$ cat config.mk
export PLATFORM = sky130hd
export DESIGN_NAME = video_timing_gen
export DESIGN_NICKNAME = d
export VERILOG_FILES = /design/src/rtl/video_timing_gen.sv
export SDC_FILE = /design/constraint.sdc
export NUM_CORES = 1
export LEC_CHECK = 0
export CAP_MARGIN = 0
export CORE_MARGIN = 5
export CORE_UTILIZATION = 45
export DETAILED_ROUTE_END_ITERATION = 10
export GPL_TIMING_DRIVEN = 0
export PLACE_DENSITY = 0.66
export RECOVER_POWER = 100
export SYNTH_ARGS = -nofsm -noshare
export SYNTH_HDL_FRONTEND = slang
export SYNTH_SLANG_ARGS = --single-unit
$ cat constraint.sdc
create_clock -name clk -period 5.1 [get_ports clk]
set_input_delay 1.02 -clock clk [delete_from_list [all_inputs] [get_ports clk]]
set_output_delay 1.02 -clock clk [all_outputs]
set_load 0.1 [all_outputs]
$ cat src/rtl/video_timing_gen.sv
// Raster source: programmable hs/porch/active line timing, vblank/active frame structure, test patterns.
// Latency: hs_o rises on the 2nd rising edge after reg_en is presented in IDLE (sampling edge + output register); pattern shares de_o's register stage.
// Backpressure: none; free-running source, configuration is shadowed and only changes at frame boundaries.
module video_timing_gen #(
  parameter int PIXEL_WIDTH = 12,
  parameter int CNT_WIDTH   = 16
) (
  input  logic                   clk,
  input  logic                   rst_n,
  input  logic                   reg_en,
  input  logic [CNT_WIDTH-1:0]   reg_hs_width,
  input  logic [CNT_WIDTH-1:0]   reg_hbp,
  input  logic [CNT_WIDTH-1:0]   reg_hfp,
  input  logic [CNT_WIDTH-1:0]   reg_pix_count,
  input  logic [CNT_WIDTH-1:0]   reg_line_count,
  input  logic [CNT_WIDTH-1:0]   reg_vblank,
  input  logic [3:0]             reg_sparse,
  input  logic [1:0]             reg_mode,
  input  logic [PIXEL_WIDTH-1:0] reg_color,
  output logic [PIXEL_WIDTH-1:0] do_o,
  output logic                   de_o,
  output logic                   hs_o,
  output logic                   vs_o
);

  localparam logic [CNT_WIDTH-1:0] CNT_ONE  = 1;
  localparam logic [CNT_WIDTH:0]   LINE_ONE = 1;

  typedef enum logic [2:0] {S_IDLE, S_HSYNC, S_HBP, S_ACTIVE, S_HFP} state_t;

  state_t state, state_nxt;

  // Shadow copies of the configuration; zero-means-one clamps are applied on load.
  logic [CNT_WIDTH-1:0]   sh_hs_width, sh_hbp, sh_hfp, sh_pix_count, sh_line_count, sh_vblank;
  logic [3:0]             sh_sparse;
  logic [1:0]             sh_mode;
  logic [PIXEL_WIDTH-1:0] sh_color;

  // phase_cnt times HSYNC/HBP/HFP; pix_cnt and sparse_cnt together time ACTIVE.
  logic [CNT_WIDTH-1:0] phase_cnt, pix_cnt;
  logic [3:0]           sparse_cnt;
  // One extra bit so vblank+line_count never wraps.
  logic [CNT_WIDTH:0]   line_idx, last_line, y_idx;

  logic latch_cfg, cfg_load, line_end, frame_end, in_blank;
  logic hs_nxt, vs_nxt, de_nxt;
  logic [PIXEL_WIDTH-1:0] do_nxt;
  logic unused_hi;

  function automatic logic [CNT_WIDTH-1:0] at_least_one(input logic [CNT_WIDTH-1:0] v);
    return (v == '0) ? CNT_ONE : v;
  endfunction

  assign last_line = {1'b0, sh_vblank} + {1'b0, sh_line_count} - LINE_ONE;
  assign in_blank  = line_idx < {1'b0, sh_vblank};
  assign y_idx     = line_idx - {1'b0, sh_vblank};
  assign cfg_load  = (state == S_IDLE) || latch_cfg;
  assign unused_hi = ^{pix_cnt[CNT_WIDTH-1:PIXEL_WIDTH], y_idx[CNT_WIDTH:PIXEL_WIDTH]};

  // State register.
  always_ff @(posedge clk) begin
    if (!rst_n) state <= S_IDLE;
    else        state <= state_nxt;
  end

  // Next-state logic: per-phase terminal counts, then end-of-line / end-of-frame decision.
  always_comb begin
    state_nxt = state;
    latch_cfg = 1'b0;
    line_end  = 1'b0;
    case (state)
      S_IDLE: begin
        if (reg_en) begin
          state_nxt = S_HSYNC;
          latch_cfg = 1'b1;
        end
      end
      S_HSYNC: begin
        if (phase_cnt == sh_hs_width - CNT_ONE)
          state_nxt = (sh_hbp != '0) ? S_HBP : S_ACTIVE;
      end
      S_HBP: begin
        if (phase_cnt == sh_hbp - CNT_ONE) state_nxt = S_ACTIVE;
      end
      S_ACTIVE: begin
        if ((pix_cnt == sh_pix_count - CNT_ONE) && (sparse_cnt == sh_sparse)) begin
          if (sh_hfp != '0) state_nxt = S_HFP;
          else              line_end  = 1'b1;
        end
      end
      S_HFP: begin
        if (phase_cnt == sh_hfp - CNT_ONE) line_end = 1'b1;
      end
      default: state_nxt = S_IDLE;
    endcase
    frame_end = line_end && (line_idx == last_line);
    if (line_end) begin
      if (!frame_end) begin
        state_nxt = S_HSYNC;
      end else if (reg_en) begin
        state_nxt = S_HSYNC;
        latch_cfg = 1'b1;
      end else begin
        state_nxt = S_IDLE;
      end
    end
  end

  // Configuration shadow: tracks the inputs while idle, refreshed only at frame boundaries otherwise.
  always_ff @(posedge clk) begin
    if (!rst_n) begin
      sh_hs_width   <= '0;
      sh_hbp        <= '0;
      sh_hfp        <= '0;
      sh_pix_count  <= '0;
      sh_line_count <= '0;
      sh_vblank     <= '0;
      sh_sparse     <= '0;
      sh_mode       <= '0;
      sh_color      <= '0;
    end else if (cfg_load) begin
      sh_hs_width   <= at_least_one(reg_hs_width);
      sh_hbp        <= reg_hbp;
      sh_hfp        <= reg_hfp;
      sh_pix_count  <= at_least_one(reg_pix_count);
      sh_line_count <= at_least_one(reg_line_count);
      sh_vblank     <= at_least_one(reg_vblank);
      sh_sparse     <= reg_sparse;
      sh_mode       <= reg_mode;
      sh_color      <= reg_color;
    end
  end

  // Timing counters: phase counter restarts on every state change, pixel/sparse pair steps through ACTIVE.
  always_ff @(posedge clk) begin
    if (!rst_n) begin
      phase_cnt  <= '0;
      pix_cnt    <= '0;
      sparse_cnt <= '0;
      line_idx   <= '0;
    end else begin
      if (state_nxt != state)
        phase_cnt <= '0;
      else if ((state == S_HSYNC) || (state == S_HBP) || (state == S_HFP))
        phase_cnt <= phase_cnt + CNT_ONE;

      if ((state != S_ACTIVE) || (state_nxt != S_ACTIVE)) begin
        pix_cnt    <= '0;
        sparse_cnt <= '0;
      end else if (sparse_cnt == sh_sparse) begin
        sparse_cnt <= '0;
        pix_cnt    <= pix_cnt + CNT_ONE;
      end else begin
        sparse_cnt <= sparse_cnt + 4'd1;
      end

      if (latch_cfg || frame_end || (state == S_IDLE))
        line_idx <= '0;
      else if (line_end)
        line_idx <= line_idx + LINE_ONE;
    end
  end

  // Output decode: syncs, pixel-valid on the first clock of each sparse slot, pattern from (x, y).
  always_comb begin
    hs_nxt = (state == S_HSYNC);
    vs_nxt = (state != S_IDLE) && in_blank;
    de_nxt = (state == S_ACTIVE) && (sparse_cnt == 4'd0) && !in_blank;
    case (sh_mode)
      2'd0:    do_nxt = pix_cnt[PIXEL_WIDTH-1:0];
      2'd1:    do_nxt = y_idx[PIXEL_WIDTH-1:0];
      2'd2:    do_nxt = (pix_cnt[3] ^ y_idx[3]) ? sh_color : '0;
      default: do_nxt = sh_color;
    endcase
    if (!de_nxt) do_nxt = '0;
  end

  // Output register: every output leaves the block from a flop.
  always_ff @(posedge clk) begin
    if (!rst_n) begin
      do_o <= '0;
      de_o <= 1'b0;
      hs_o <= 1'b0;
      vs_o <= 1'b0;
    end else begin
      do_o <= do_nxt;
      de_o <= de_nxt;
      hs_o <= hs_nxt;
      vs_o <= vs_nxt;
    end
  end

endmodule

==> metrics.md, run 1 <==
| Metric | Value |
|---|---|
| Mean Syn Cell Area | `8.02 sq um` |
| Die width | `about 180 um` |
| Area Overhead vs Synth | `19.0%` |
| CTS clk-pin slew, worst paths | `approximately 80 ps` |
| Largest net degree at the start of global routing | `23` |
| Clock Latency Late Sink | `450 ps` |
| Drt drc | `0` |
| # resized after CTS | `0` |
| Total die area | `around 31,000 sq um` |
| Post-CTS Setup Inserts | `0` |
| Drt total wl | `between 30,000 and 40,000 um` |
| Fin Clk Skew | `19.7 ps` |
| DIE HEIGHT | `between 150 and 200 um` |
| Mapped Area | `12,600 sq um` |
| CORE AREA | `~28,000 sq um` |
| Initial Utilization | `around 45%` |
| Final setup violation count | `0` |
| Post-Syn Nets | `~1.7k` |
| Synth Area in Compound Gates | `about an eighth` |
| Post-synth ARST share | `0%` |
| Pleak | `roughly 0.0058 uW` |
| Post-synth EDFFs | `0` |
| Net count, final | `about 1.9k` |
| CTS tree | `yes` |
| Cell taking the most area after synthesis | `dfxtp_1` |
| Highest routed layer | `met4` |
| Largest family of logic cells by synthesized area | `simple AND/OR/NAND/NOR gates` |
| PortBufs | `131` |
| Post-synthesis adder-cell area fraction | `under 10%` |
| Placed cell area | `about 14,000 sq um` |
| Hold EP | `sh_line_count[10]` |
| Worst r2r src | `sh_vblank[1]` |
| Fmax achieved | `213 MHz` |
| Cell Pwr Density | `273 nW/um^2` |
| Worst hold path startpoint | `sh_line_count[10]` |
| Metal2 WL | `15,700 um` |
| DR WL met3 | `1850 um` |
| Setup crit start kind | `register` |
| XOR/XNOR Fraction of Synth Area | `a little over a tenth` |
| Status | `finished, final reports clean` |
| Via count | `~12k` |
| Min Hold Slack | `approximately 470 ps` |
| Top_reg_cell synth | `dfxtp_1` |
| # IOs | `132` |
| Worst r2r dst | `sh_vblank[4]` |
| Hold crit path type | `register to register` |
| DP HPWL | `~28,000 um` |
| Crit. End Element | `register` |
| CP max FO | `10` |
| Worst hold path depth | `2` |
| Synth area leaders | `dfxtp_1 (29%), mux2i_1 (9.7%), nand2_1 (8.1%)` |
| Vias in the first global route | `approximately 11k` |
| Worst Setup SP | `sh_vblank[1]` |
| Unrepaired setup endpoints after global routing | `false` |
| Layout cells sized above 1 | `between 4 and 5%` |
| Max-cap violation count | `0` |
| Routability congestion estimate | `0.895` |
| Fin area | `approximately 15,000 sq um` |
| Number of DRC markers in iteration 0 | `946` |
| Crit path DAT | `approximately 5100 ps` |
| Distinct cell type count after synthesis | `between 80 and 90` |
| DR pass1 iterations | `5` |
| Fin. max-slew vios | `0` |
| Post-synthesis sequential area ratio | `between 20% and 30%` |
| Root Driver | `clkbuf_16` |
| # clock sinks | `between 150 and 200` |
| Critical path required time | `around 5500 ps` |
| Synthesized flop and latch total | `185` |
| Sum Neg Setup Slack | `0 ps` |
| Synth cell count leaders | `nand2_1 (273), dfxtp_1 (185), mux2i_1 (122)` |
| Cell Rows | `a little over 60` |
| Peak VDD IR | `0.233 mV` |
| Worst slew pin tran | `between 1000 and 1500 ps` |
| Post-synthesis mux area share | `9.97%` |
| Inserted Diodes | `0` |
| H-tree levels | `4` |
| CTS hold repair buffers | `0` |
| GRT Total Usage | `22.5%` |
| Share of the synthesized area in the top cell type | `between 20 and 30%` |
| Top-count cell post-synth | `nand2_1` |
| Final Hold Vio Count | `0` |
| R2r worst-path depth | `17` |
| Vias/cell | `around 5.5` |
| ANT nets after route | `0` |
| First-pass GRT wire length | `between 50,000 and 60,000 um` |
| Post-Synth Simple-Gate Area | `24.7%` |
| Synthesis Warnings | `0` |
| CTS Buffer Depth | `2` |
| R2R setup slack | `a little over 400 ps` |
| Syn Inst Count | `between 1.5k and 2k` |
| CTS Buf Count | `17` |
| Setup CP Type | `register to register` |
| Initial antenna violation count | `0` |
| Wire per inst | `17.0 um` |
| Fin crit period | `4700 ps` |
| Grt ovf | `0` |
| M1 WL | `roughly 17,000 um` |
| Relative max-transition margin | `approximately an eighth` |
| Part of the cycle the worst path needs | `just over 90%` |
==> report_power, final <==
group	switching, uW	total, uW	internal (uW)
clock	722	1400	682
sequential	68.7	1580	1510
combinational	609	1100	488
total	1400	4080	2680
==> worst max-delay path: stages, from the launching register on <==
cell and delay (ps):
dfxtp_1 310, inv_1 150, ha_1 260, inv_1 50
ha_1 170, inv_1 60, fa_1 390, nand2b_1 190
a211o_1 310, a211oi_1 420, o21ai_0 240, xnor2_1 170
or3_1 500, a2111oi_4 640, nor2_1 140, buf_6 230
buf_6 190, mux2i_1 170
==> cell type report <==
cell class	instances	area (sq um)
plain buffers	96	460
clock buffers	17	425
clock inverters	15	209
fillers	2618	12700
inverters	96	360
multi-input cells	1192	8030
flip-flops and latches	185	3700
well taps	378	473
repair buffers	131	1310
==> registers in the layout (all words and copies together) (netlist names), 4 cells and up <==
| register | flops |
|---|---|
| line_idx | 17 |
| sh_line_count | 16 |
| sparse_cnt | 4 |
| sh_vblank | 16 |
| sh_hs_width | 16 |
| phase_cnt | 16 |
| pix_cnt | 16 |
| sh_sparse | 4 |
| sh_color | 12 |
| sh_hfp | 16 |
| sh_hbp | 16 |
| sh_pix_count | 16 |
| do_o | 12 |
==> placed cells by master, fill, tap and decap left out, types with 13 or more instances in the layout <==
master,count
nand2_1,273
dfxtp_1,185
mux2i_1,122
clkdlybuf4s50_1,115
inv_1,96
xnor2_1,89
nor2_1,85
clkbuf_1,70
xor2_1,62
a21oi_1,57
ha_1,56
nor3_1,49
o21ai_0,42
nand3_1,30
or3_1,27
a211oi_1,27
nor4_1,25
nand4_1,25
a31oi_1,18
clkbuf_16,17
and3_1,16
dlygate4sd3_1,16
nor2b_1,14
nand2b_1,13
a21o_1,13
==> through the flow <==
stage	power, uW	util, %	instances	setup slack [ps]
final	4080	54.0	2110	403
after global routing	4290	54.0	2110	114
after CTS	4100	54.1	2110	489
after detailed placement	2700	51.9	2078	536
after global placement	2680	51.9	2078	619
after floorplan	2380	-	1569	1310
==> cell families after synthesis <==
group           count (synthesis)
simple gates                  621
compound gates                237
buf+inv                       192
flops                         185
xor+xnor                      151
mux                           125
fa+ha+maj                      58
==> how the worst max path moves through the flow <==
stage               slack, ps  cells after the start         endpoint
floorplan                1310                     13    phase_cnt[11]
global placement          620                     15  sh_pix_count[2]
detailed placement        540                     17     sh_vblank[4]
CTS                       490                     17     sh_vblank[4]
global route              110                     16     phase_cnt[7]
finish                    400                     17     sh_vblank[4]
==> per-layer routing <==
layer	GRT usage [%]	vias up
met3	2.61	49
met4	7.12	0
li1	-	5795
met1	32.9	5523
met2	34.5	310
met5	0	-
No activity file was read; power rests on OpenSTA's default activity.
==> run 2, diff against run 1 <==
--- a/config.mk
+++ b/config.mk
@@ -6,7 +6,6 @@
 export NUM_CORES = 1
 export LEC_CHECK = 0
 export CAP_MARGIN = 0
-export CORE_MARGIN = 5
 export CORE_UTILIZATION = 45
 export DETAILED_ROUTE_END_ITERATION = 10
 export GPL_TIMING_DRIVEN = 0
==> run 2 against run 1 <==
Compared with the run above: hold slack lost 4.0 ps; global-route usage is 2.7 points higher; first-iteration DRC count down 0.21%; clock power down 4%; wire length decreased by 0.22%; largest power group unchanged; flip-flop and latch count stayed put; worst setup slack worse by 71 ps; clock skew down 4.6 ps.
==> metrics.md, run 2 (synthesized netlist as in run 1, its figures left out) <==
| Metric | Value |
|---|---|
| Status | `finished, final reports clean` |
| H-tree levels | `4` |
| Highest routed layer | `met4` |
| DR pass1 iterations | `5` |
| Final setup violation count | `0` |
| Drt drc | `0` |
| ANT nets after route | `0` |
| Min Hold Slack | `461 ps` |
| Via count | `about 12k` |
| Worst hold path depth | `2` |
| Final Hold Vio Count | `0` |
| Relative max-transition margin | `between 10% and 20%` |
| Post-CTS Setup Inserts | `0` |
| Fin. max-slew vios | `0` |
| CTS Buffer Depth | `2` |
| CTS Buf Count | `17` |
| Inserted Diodes | `0` |
| Worst slew pin tran | `~1200 ps` |
| Hold crit path type | `register to register` |
| CORE AREA | `27,200 sq um` |
| Layout cells sized above 1 | `4.68%` |
| Drt total wl | `~36,000 um` |
| CTS clk-pin slew, worst paths | `70 ps` |
| Commonest cells after routing, fill and taps aside | `nand2_1 (273), dfxtp_1 (185), mux2i_1 (122)` |
| Flop pwr share | `between 30% and 40%` |
| Pleak | `around 0.0058 uW` |
| Cell Rows | `60` |
| # clock sinks | `185` |
| Final core area utilization | `54.8%` |
| Root Driver | `clkbuf_16` |
| Grt ovf | `0` |
| Initial antenna violation count | `0` |
| Peak VDD IR | `roughly 0.22 mV` |
| Die width | `169 um` |
| Fmax achieved | `roughly 210 MHz` |
| Bufs and invs on worst path | `5` |
| Clock Latency Late Sink | `roughly 450 ps` |
| Routability congestion estimate | `~0.95` |
| Max-cap violation count | `0` |
| Initial Utilization | `between 40% and 50%` |
| Unrepaired setup endpoints after global routing | `false` |
| Metal2 WL | `around 16,000 um` |
| Inst Count DP | `around 2.1k` |
| Clock share of power | `33.3%` |
| Largest register FFs | `17` |
| First-pass GRT wire length | `56,800 um` |
| Max stage delay on crit path | `around 750 ps` |
| Total die area | `about 29,000 sq um` |
| CP most frequent cell | `inv_1` |
| DR WL met3 | `2020 um` |
| CTS hold repair buffers | `0` |
| Number of DRC markers in iteration 0 | `~940` |
| GRT Total Usage | `roughly 25%` |
| Vias in the first global route | `between 10k and 15k` |
| Sum Neg Setup Slack | `0 ps` |
| Sw Pwr | `approximately 1400 uW` |
| # resized after CTS | `0` |
| Crit path DAT | `5090 ps` |
| Critical path depth | `17` |
| Fin Clk Skew | `15.1 ps` |
| Setup CP Type | `register to register` |
| Part of the cycle the worst path needs | `between 90 and 100%` |
| Wire per inst | `approximately 17 um` |
| Logic pwr share | `27.4%` |
| Post-route non-filler standard cell count | `2,104` |
| CTS tree | `yes` |
| Setup crit start kind | `register` |
| DIE HEIGHT | `169 um` |
| PortBufs | `131` |
| Area Overhead vs Synth | `18.3%` |
| R2r worst-path depth | `17` |
| Largest net degree at the start of global routing | `20` |
| Int Pwr | `2660 uW` |
| Crit. End Element | `register` |
| Commonest non-fill, non-tap cell in the layout | `nand2_1` |
| Critical path required time | `5420 ps` |
| # IOs | `between 100 and 150` |
| CP delay by family, top | `compound AO/OA/AOI/OAI gates` |
| Net count, final | `around 1.9k` |
| Slowest stage cell, crit path | `a2111oi_4` |
| Sw Ratio | `roughly 34%` |
| Worst-path cell chain | `inv_1 > ha_1 > inv_1 > ha_1 > inv_1 > fa_1 > nand2b_1 > a211o_1 > a211oi_1 > o221ai_1 > a211oi_1 > nand4b_1 > a2111oi_4 > nor2_2 > buf_6 > clkbuf_4 > mux2i_1` |
| Fin area | `around 15,000 sq um` |
| Fin crit period | `4770 ps` |
| Biggest register | `line_idx` |
| CP max FO | `10` |
| DP HPWL | `roughly 28,000 um` |
| Placed cell area | `about 14,000 sq um` |
| Vias/cell | `between 5 and 6` |
| M1 WL | `between 15,000 and 20,000 um` |
| Cell Pwr Density | `~270 nW/um^2` |
## run 2: cell types whose count changed in the layout (fill, tap and decap cells not counted), sizes merged
cell / delta
clkinvlp: +1
clkinv: -2
clkbuf: +4
buf: -3
## run 2: cell type report
type                    instances  area [sq um]
fillers                      2656         12300
multi-input cells            1192          8030
clock buffers                  18           429
flip-flops and latches        185          3700
repair buffers                131          1310
inverters                      96           360
plain buffers                  96           430
well taps                     372           465
clock inverters                14           155
## run 2: final timing paths
check | slack [ps] | to | from
min | 460 | sh_vblank[8] | sh_vblank[8]
max | 330 | sh_hfp[6] | sh_vblank[1]
min reg2reg | 460 | sh_vblank[8] | sh_vblank[8]
max reg2reg | 330 | sh_hfp[6] | sh_vblank[1]
## run 2: metrics by stage
stage	power [uW]	setup WS, ps
6_report	4020	332
5_1_grt	4220	61.3
4_1_cts	4040	404
3_5_place_dp	2710	446
3_3_place_gp	2690	440
2_1_floorplan	2380	1310
## run 2: layer usage
layer / track usage [%] / up-vias
met5: 0 / -
met4: 7.60 / 0
met3: 3.24 / 48
met2: 39.2 / 351
met1: 36.0 / 5395
li1: - / 5785
## run 2: worst reg2reg max path, stage by stage (launching register included)
cell and delay [ps]:
dfxtp_1 310, inv_1 160, ha_1 270, inv_1 60, ha_1 160, inv_1 50
fa_1 400, nand2b_1 180, a211o_1 300, a211oi_1 450, o221ai_1 180, a211oi_1 320
nand4b_1 350, a2111oi_4 760, nor2_2 90, buf_6 210, clkbuf_4 250, mux2i_1 150
## run 2: power by group through the flow
stage                     Clock (uW)  Sequential, uW  Combinational (uW)
after floorplan                    0            1600                 784
final                           1340            1580                1100
after detailed placement           0            1610                1090
after global placement             0            1610                1080
after global routing            1420            1590                1210
after CTS                       1350            1580                1100
